--- src/rtl/data_mem_arbiter.sv ---
// Two-port arbiter (datapath core and loader/debug) in front of a single-ported data memory.
// Define DATA_MEM_ARB_ROUND_ROBIN_EN for round-robin arbitration; the default is fixed priority with the core winning.
module data_mem_arbiter #(
    parameter int DATA_WIDTH = 32,
    parameter int MEM_DEPTH  = 32
) (
    input  logic                  clock,
    input  logic                  reset,
    input  logic                  coreReq,
    input  logic                  coreWrite,
    input  logic [31:0]           coreAddress,
    input  logic [DATA_WIDTH-1:0] coreWriteData,
    output logic                  coreAck,
    output logic [DATA_WIDTH-1:0] coreReadData,
    output logic                  coreError,
    input  logic                  loadReq,
    input  logic                  loadWrite,
    input  logic [31:0]           loadAddress,
    input  logic [DATA_WIDTH-1:0] loadWriteData,
    output logic                  loadAck,
    output logic [DATA_WIDTH-1:0] loadReadData,
    output logic                  loadError,
    output logic [31:0]           memAddress,
    output logic [DATA_WIDTH-1:0] memWriteData,
    output logic                  memWrite,
    output logic                  memRead,
    input  logic [DATA_WIDTH-1:0] memReadData,
    output logic                  busy
);

    localparam logic [1:0] IDLE   = 2'd0;
    localparam logic [1:0] ACCESS = 2'd1;
    localparam logic [1:0] WAIT   = 2'd2;
    localparam logic [1:0] RESP   = 2'd3;

    logic [1:0] state;
    logic       lat_write;
    logic       lat_port;
    logic       any_req;
    logic       grant_port;
    logic       in_range;

    assign any_req  = coreReq | loadReq;
    // memAddress doubles as the latched request address.
    assign in_range = (memAddress < 32'(MEM_DEPTH));
    assign busy     = (state != IDLE);
    assign memWrite = (state == ACCESS) && lat_write && in_range;
    assign memRead  = (state == ACCESS) && !lat_write && in_range;

`ifdef DATA_MEM_ARB_ROUND_ROBIN_EN
    logic last_grant;

    always_comb begin
        grant_port = 1'b0;
        if (coreReq && loadReq) begin
            grant_port = ~last_grant;
        end else if (loadReq) begin
            grant_port = 1'b1;
        end
    end

    always_ff @(posedge clock) begin
        if (reset) begin
            last_grant <= 1'b1;
        end else if (state == IDLE && any_req) begin
            last_grant <= grant_port;
        end
    end
`else
    assign grant_port = ~coreReq;
`endif

    always_ff @(posedge clock) begin
        if (reset) begin
            state        <= IDLE;
            lat_write    <= 1'b0;
            lat_port     <= 1'b0;
            memAddress   <= '0;
            memWriteData <= '0;
            coreAck      <= 1'b0;
            loadAck      <= 1'b0;
            coreError    <= 1'b0;
            loadError    <= 1'b0;
            coreReadData <= '0;
            loadReadData <= '0;
        end else begin
            case (state)
                IDLE: begin
                    if (any_req) begin
                        state        <= ACCESS;
                        lat_port     <= grant_port;
                        lat_write    <= grant_port ? loadWrite : coreWrite;
                        memAddress   <= grant_port ? loadAddress : coreAddress;
                        memWriteData <= grant_port ? loadWriteData : coreWriteData;
                    end
                end
                ACCESS: state <= WAIT;
                WAIT: begin
                    state <= RESP;
                    // Memory read data is valid now, one cycle after the ACCESS strobe.
                    if (!lat_port) begin
                        coreAck   <= 1'b1;
                        coreError <= !in_range;
                        if (!in_range) begin
                            coreReadData <= '0;
                        end else if (!lat_write) begin
                            coreReadData <= memReadData;
                        end
                    end else begin
                        loadAck   <= 1'b1;
                        loadError <= !in_range;
                        if (!in_range) begin
                            loadReadData <= '0;
                        end else if (!lat_write) begin
                            loadReadData <= memReadData;
                        end
                    end
                end
                RESP: begin
                    state     <= IDLE;
                    coreAck   <= 1'b0;
                    loadAck   <= 1'b0;
                    coreError <= 1'b0;
                    loadError <= 1'b0;
                end
                default: state <= IDLE;
            endcase
        end
    end

endmodule

--- config.mk ---
export PLATFORM = sky130hd
export DESIGN_NAME = data_mem_arbiter
export DESIGN_NICKNAME = d
export VERILOG_FILES = /design/src/rtl/data_mem_arbiter.sv
export SDC_FILE = /design/constraint.sdc
export NUM_CORES = 1
export LEC_CHECK = 0
export ABC_AREA = 0
export ABC_CLOCK_PERIOD_IN_PS = 3700
export CORE_UTILIZATION = 42
export DETAILED_ROUTE_END_ITERATION = 6
export HOLD_SLACK_MARGIN = 0.15
export PLACE_DENSITY = 0.91
export SETUP_SLACK_MARGIN = 0.5
export SLEW_MARGIN = 20
export SYNTH_ARGS = -nofsm -noshare
export SYNTH_HDL_FRONTEND = slang
export SYNTH_SLANG_ARGS = --single-unit
export TNS_END_PERCENT = 30
--- constraint.sdc ---
create_clock -name clock -period 3.7 [get_ports clock]
set_clock_uncertainty 0.05 [all_clocks]
set_input_delay 0.925 -clock clock [delete_from_list [all_inputs] [get_ports clock]]
set_output_delay 0.925 -clock clock [all_outputs]
set_load 0.005 [all_outputs]
==> impl_metrics.env, run 1 <==
export IMPL_powerDensity_mw_per_mm2=598
export IMPL_min_path_cells=2
export IMPL_yosysTopAreaCellShare_pct=50.1
export IMPL_total_power_uw=5510
export IMPL_die_x_um=116
export IMPL_synth_top_family_by_area="compound AO/OA/AOI/OAI gates"
export IMPL_crit_path_start="memAddress[18]"
export IMPL_yosys_top_cells_area="dfxtp_1 50%, mux2i_1 12%, a211oi_1 9.1%"
export IMPL_die_area_sq_mm=0.0134
export IMPL_first_pass_iters=4
export IMPL_relSlewSlack_pct=60.0
export IMPL_clockBufferDepth=2
export IMPL_grtUsageTotal_pct=24.9
export IMPL_grt_ovfl_total=0
export IMPL_diodes=0
export IMPL_clockRootBuffer="clkbuf_16"
export IMPL_gp_congestion=0.769
export IMPL_synth_xor_area_share_pct=0
export IMPL_synth_compound_area_share_pct=18.3
export IMPL_peakVddDrop_v=0.000411
export IMPL_worstPathMaxFanout=3
export IMPL_hold_class="flip-flop to flip-flop"
export IMPL_remaining_drc_errors=0
export IMPL_drive_gt1_share_pct=6.82
export IMPL_synthCells=596
export IMPL_routed_via_density=5.00
export IMPL_fmax_ghz=0.321
export IMPL_initial_core_util_pct=43.1
export IMPL_synth_fp_nets=766
export IMPL_cts_max_level=4
export IMPL_synth_simple_gate_area_share_pct=10.5
export IMPL_critPathKind="flip-flop to primary output"
export IMPL_cts_buffers=17
export IMPL_yosysUniqueCellTypes=30
export IMPL_final_nets=1052
export IMPL_synthAdderAreaFrac_pct=0.921
export IMPL_die_h_um=116
export IMPL_grt_pass1_vias=5126
export IMPL_postRouteAntennaNets=0
export IMPL_rsz0062_at_grt="false"
export IMPL_synth_seq_cells=136
export IMPL_netlist_top_cell_by_area="dfxtp_1"
export IMPL_core_area_sq_mm=0.0126
export IMPL_synth_edff_count=0
export IMPL_setup_tns_ns=0
export IMPL_p_leak_uw=0.00356
export IMPL_cap_violations=0
export IMPL_tightest_slew_ns=0.600
export IMPL_period_needed_ns=3.11
export IMPL_worstReg2RegStart="memAddress[18]"
export IMPL_fp_row_count=41
export IMPL_cts_tree="yes"
export IMPL_clock_sinks=136
export IMPL_min_delay_start="loadReadData[6]"
export IMPL_reg2regPathDepth=6
export IMPL_yosysSeqAreaShare_pct=50.1
export IMPL_drt_initial_drc_count=313
export IMPL_grt_max_degree=131
export IMPL_routed_via_count=5337
export IMPL_worstPathArrival_ns=2.14
export IMPL_io_pin_count=301
export IMPL_synthArstFlopShare_pct=0
export IMPL_maxSlewViolCount=0
export IMPL_synthFlopType="dfxtp_1"
export IMPL_syn_avg_cell_area_sq_um=9.12
export IMPL_start_kind="flip-flop"
export IMPL_yosysWarnings=0
export IMPL_end_kind="primary output"
export IMPL_clkTransAtPathRegs_ns=0.06
export IMPL_finalHoldViolations=0
export IMPL_port_buffers=300
export IMPL_synth_area_sq_mm=0.00544
export IMPL_synthMuxAreaShare_pct=12.0
export IMPL_dp_hpwl_mm=12.5
export IMPL_routed_wl_mm=16.9
export IMPL_hold_buffers=0
export IMPL_setup_viol=0
export IMPL_clock_latency_ns=0.41
export IMPL_fin_crit_sh_pct=84.1
export IMPL_wl_per_cell_um=15.8
export IMPL_status="complete, no violations"
export IMPL_antenna_found_initial=0
export IMPL_syn_to_final_growth_pct=69.5
export IMPL_grt_pass1_wl_mm=25.2
export IMPL_critPathRequiredTime_ns=2.72
==> what timing repair did <==
action	4_1_cts	5_1_grt
setup buffers	2	3
resized for setup	7	2
endpoints found under the setup margin	2	1
pin swaps	4	3
==> per-stage QoR <==
step,instance area [sq um],instances,hold slack [ns],utilization [%],setup slack [ns]
after detailed placement,8540,1030,0.410,67.7,0.709
after global routing,9210,1067,0.433,73.0,0.492
after global placement,8540,1030,0.405,67.7,0.749
final,9210,1067,0.418,73.0,0.589
after floorplan,5440,596,0.403,-,1.37
after CTS,9180,1064,0.420,72.8,0.449
==> synthesized netlist by cell type (3+ instances only) <==
library cell	number
dfxtp_1	136
nor4_1	4
nand2_1	37
nand3_1	3
o22ai_1	64
mux2i_1	65
ha_1	4
a211oi_1	66
a21oi_1	6
clkbuf_1	33
nor2_1	76
inv_1	68
buf_2	14
==> final timing paths <==
| path | end | slack [ns] |
|---|---|---|
| max reg2reg | loadReadData[31] | 1.53 |
| min reg2reg | loadReadData[6] | 0.42 |
| min | loadReadData[6] | 0.42 |
| max | memRead | 0.59 |
==> power by group <==
group / total [uW] / internal (uW) / switching (uW) / leakage (uW)
registers: 1930 / 1740 / 187 / 0.00111
clock network: 1730 / 1080 / 644 / 0.000297
logic: 1860 / 963 / 893 / 0.00215
total: 5510 / 3780 / 1720 / 0.00356
==> routing by layer <==
layer / wire [um] / vias up / part of all wire [%] / GRT usage [%]
li1: - / 2662 / - / -
met1: 6430 / 2400 / 38 / 25.8
met2: 8650 / 234 / 51 / 45.5
met3: 1270 / 41 / 7.5 / 7.64
met4: 554 / 0 / 3.3 / 11.9
met5: 0 / - / 0 / 0
==> cell usage in the layout (no fill, tap or decap), types with 3 or more instances in the layout <==
cell type,synthesis,routed
clkbuf_16,0,17
bufinv_16,0,3
a211oi_1,66,66
nand2_1,37,37
inv_1,68,68
dfxtp_1,136,136
clkinv_4,0,4
a21oi_1,6,6
nor2_1,76,73
clkdlybuf4s50_1,0,296
o22ai_1,64,64
mux2i_1,65,65
ha_1,4,4
buf_4,0,14
nor4_1,4,3
clkinv_2,0,3
==> final cells by class <==
cell class                 instances  area [sq um]
timing repair buffer             314          3110
inverter                          68           255
clock buffer                      18           439
clock inverter                    14           173
sequential                       136          2720
fill                             896          3410
multi-input combinational        345          2290
tap                              172           215
==> registers in the layout, indices dropped and copies added, names as in the netlist <==
name	flops
coreAck	1
coreError	1
coreReadData	32
lat_port	1
lat_write	1
loadAck	1
loadError	1
loadReadData	32
memAddress	32
memWriteData	32
state	2
==> logic make-up after synthesis <==
family,after synthesis
DFF,136
adders and majority gates,4
AOI/OAI and AO/OA,145
buffers and inverters,115
and+or+nand+nor,131
muxes,65
==> critical path: stages (launching register included) <==
cell,delay [ns]
dfxtp_1,0.32
or4_4,0.57
nor3_4,0.21
nand3_2,0.13
buf_4,0.15
nor2_2,0.10
dlygate4sd2_1,0.25
No activity file was read; power rests on OpenSTA's default activity.
==> run 2: changes to the inputs <==
--- a/config.mk
+++ b/config.mk
@@ -6,11 +6,11 @@
 export NUM_CORES = 1
 export LEC_CHECK = 0
 export ABC_AREA = 0
-export ABC_CLOCK_PERIOD_IN_PS = 3700
-export CORE_UTILIZATION = 42
+export ABC_CLOCK_PERIOD_IN_PS = 2500
+export CORE_UTILIZATION = 35
 export DETAILED_ROUTE_END_ITERATION = 6
 export HOLD_SLACK_MARGIN = 0.15
-export PLACE_DENSITY = 0.91
+export PLACE_DENSITY = 0.82
 export SETUP_SLACK_MARGIN = 0.5
 export SLEW_MARGIN = 20
 export SYNTH_ARGS = -nofsm -noshare
==> constraint.sdc (replaced) <==
create_clock -name clock -period 2.5 [get_ports clock]
set_clock_uncertainty 0.05 [all_clocks]
set_input_delay 0.625 -clock clock [delete_from_list [all_inputs] [get_ports clock]]
set_output_delay 0.625 -clock clock [all_outputs]
set_load 0.005 [all_outputs]
==> impl_metrics.env, run 2 (synthesis gave the netlist of run 1 again) <==
export IMPL_status="finished with violations"
export IMPL_violations="setup timing"
export IMPL_pre_cts_slack_ns=-0.0390
export IMPL_die_area_sq_mm=0.0160
export IMPL_wl_met1_mm=6.94
export IMPL_hold_buffers=0
export IMPL_final_cell_mix="270 x clkdlybuf4s50_1, 129 x dfxtp_1, 74 x nor2_1"
export IMPL_crit_buf_inv=2
export IMPL_routed_wl_mm=18.3
export IMPL_first_pass_iters=4
export IMPL_clockBufferDepth=2
export IMPL_hold_class="flip-flop to flip-flop"
export IMPL_start_kind="flip-flop"
export IMPL_cp_top_family="simple AND/OR/NAND/NOR gates"
export IMPL_drt_initial_drc_count=252
export IMPL_crit_chain="or4_4 > nor3_4 > nand3_2 > buf_6 > nor2_2 > buf_2"
export IMPL_grt_pass1_vias=5112
export IMPL_remaining_drc_errors=0
export IMPL_core_area_sq_mm=0.0152
export IMPL_period_needed_ns=2.60
export IMPL_peakVddDrop_v=0.000559
export IMPL_setup_viol=2
export IMPL_clkTransAtPathRegs_ns=0.06
export IMPL_cts_max_level=4
export IMPL_route_met3_wl_mm=1.23
export IMPL_final_nets=1066
export IMPL_setup_slack_ns=-0.101
export IMPL_whs_ns=0.403
export IMPL_clock_sinks=136
export IMPL_initial_core_util_pct=35.8
export IMPL_tightest_slew_ns=0.648
export IMPL_worstPathArrival_ns=1.93
export IMPL_die_x_um=127
export IMPL_grt_pass1_wl_mm=25.5
export IMPL_clock_latency_ns=0.41
export IMPL_critPathRequiredTime_ns=1.82
export IMPL_fp_row_count=45
export IMPL_cap_violations=0
export IMPL_gp_congestion=0.745
export IMPL_cts_tree="yes"
export IMPL_rsz0062_at_grt="true"
export IMPL_finalHoldViolations=0
export IMPL_critPathKind="flip-flop to primary output"
export IMPL_drive_gt1_share_pct=16.1
export IMPL_wl_per_cell_um=16.7
export IMPL_routed_via_count=5507
export IMPL_maxSlewViolCount=0
export IMPL_grtUsageTotal_pct=20.5
export IMPL_relSlewSlack_pct=56.8
export IMPL_dp_hpwl_mm=12.2
export IMPL_io_pin_count=301
export IMPL_clockRootBuffer="clkbuf_16"
export IMPL_end_kind="primary output"
export IMPL_antenna_found_initial=0
export IMPL_fin_util_pct=65.3
export IMPL_slowest_stage="or4_4"
export IMPL_top_layer="met4"
export IMPL_p_leak_uw=0.00397
export IMPL_cpPeakStageDelay_ns=0.55
export IMPL_cts_buffers=17
export IMPL_grt_ovfl_total=0
export IMPL_routed_via_density=5.02
export IMPL_fin_crit_sh_pct=104
export IMPL_final_common_cell="clkdlybuf4s50_1"
export IMPL_die_h_um=127
export IMPL_fmax_ghz=0.385
export IMPL_postRouteAntennaNets=0
export IMPL_syn_to_final_growth_pct=82.6
export IMPL_powerDensity_mw_per_mm2=842
export IMPL_worstPathMaxFanout=2
export IMPL_port_buffers=300
export IMPL_grt_max_degree=81
export IMPL_wl_met2_mm=9.69
export IMPL_diodes=0
## run 2: worst paths after layout
| check | end | from | slack, ns | cells after the start |
|---|---|---|---|---|
| worst max-delay path | memWrite | memAddress[28] | -0.10 | 6 |
| worst min-delay path | coreError | coreError | 0.40 | 2 |
| worst max register to register | coreReadData[4] | memAddress[19] | 0.38 | 7 |
| worst min register to register | coreError | coreError | 0.40 | 2 |
## run 2: cell type report
class | count | area [sq um]
tap | 188 | 235
fill | 1159 | 5280
timing repair buffer | 328 | 3350
clock buffer | 21 | 460
clock inverter | 11 | 146
multi-input combinational | 345 | 2740
inverter | 68 | 255
sequential | 136 | 2730
## run 2: power breakdown
part | switching [uW] | internal [uW] | leakage, uW | total [uW]
logic | 1440 | 1540 | 0.00256 | 2980
registers | 241 | 2580 | 0.00112 | 2820
clock network | 938 | 1620 | 0.000293 | 2560
total | 2620 | 5740 | 0.00397 | 8360
## run 2: timing repair
item                                    4_1_cts  5_1_grt
gates resized for setup                      33      101
setup buffers                                 2        1
pin swaps                                     5       46
gates cloned                                  0        3
endpoints found under the setup margin       64       82
## run 2: per-stage QoR
step | cell area [sq um] | instances | TNS [ns] | power, uW
global placement | 8690 | 1059 | -0.0317 | 5630
finish | 9920 | 1097 | -0.134 | 8360
detailed placement | 8690 | 1059 | -0.0744 | 5680
CTS | 9310 | 1093 | -0.202 | 8230
floorplan | 5440 | 596 | 0 | 4140
global route | 9920 | 1097 | -0.378 | 8790
## run 2: layer usage
layer  vias up  track usage, %
li1       2692               -
met1      2534            22.0
met2       245            37.9
met3        36            5.27
met4         0            9.00
met5         -               0
## run 2: worst reg2reg max path, cell delays in order, from the launching register on
cell	delay (ns)
dfxtp_2	0.32
or4_4	0.57
buf_6	0.15
nor4_4	0.26
buf_4	0.19
a21oi_4	0.10
clkbuf_16	0.22
o22ai_2	0.20
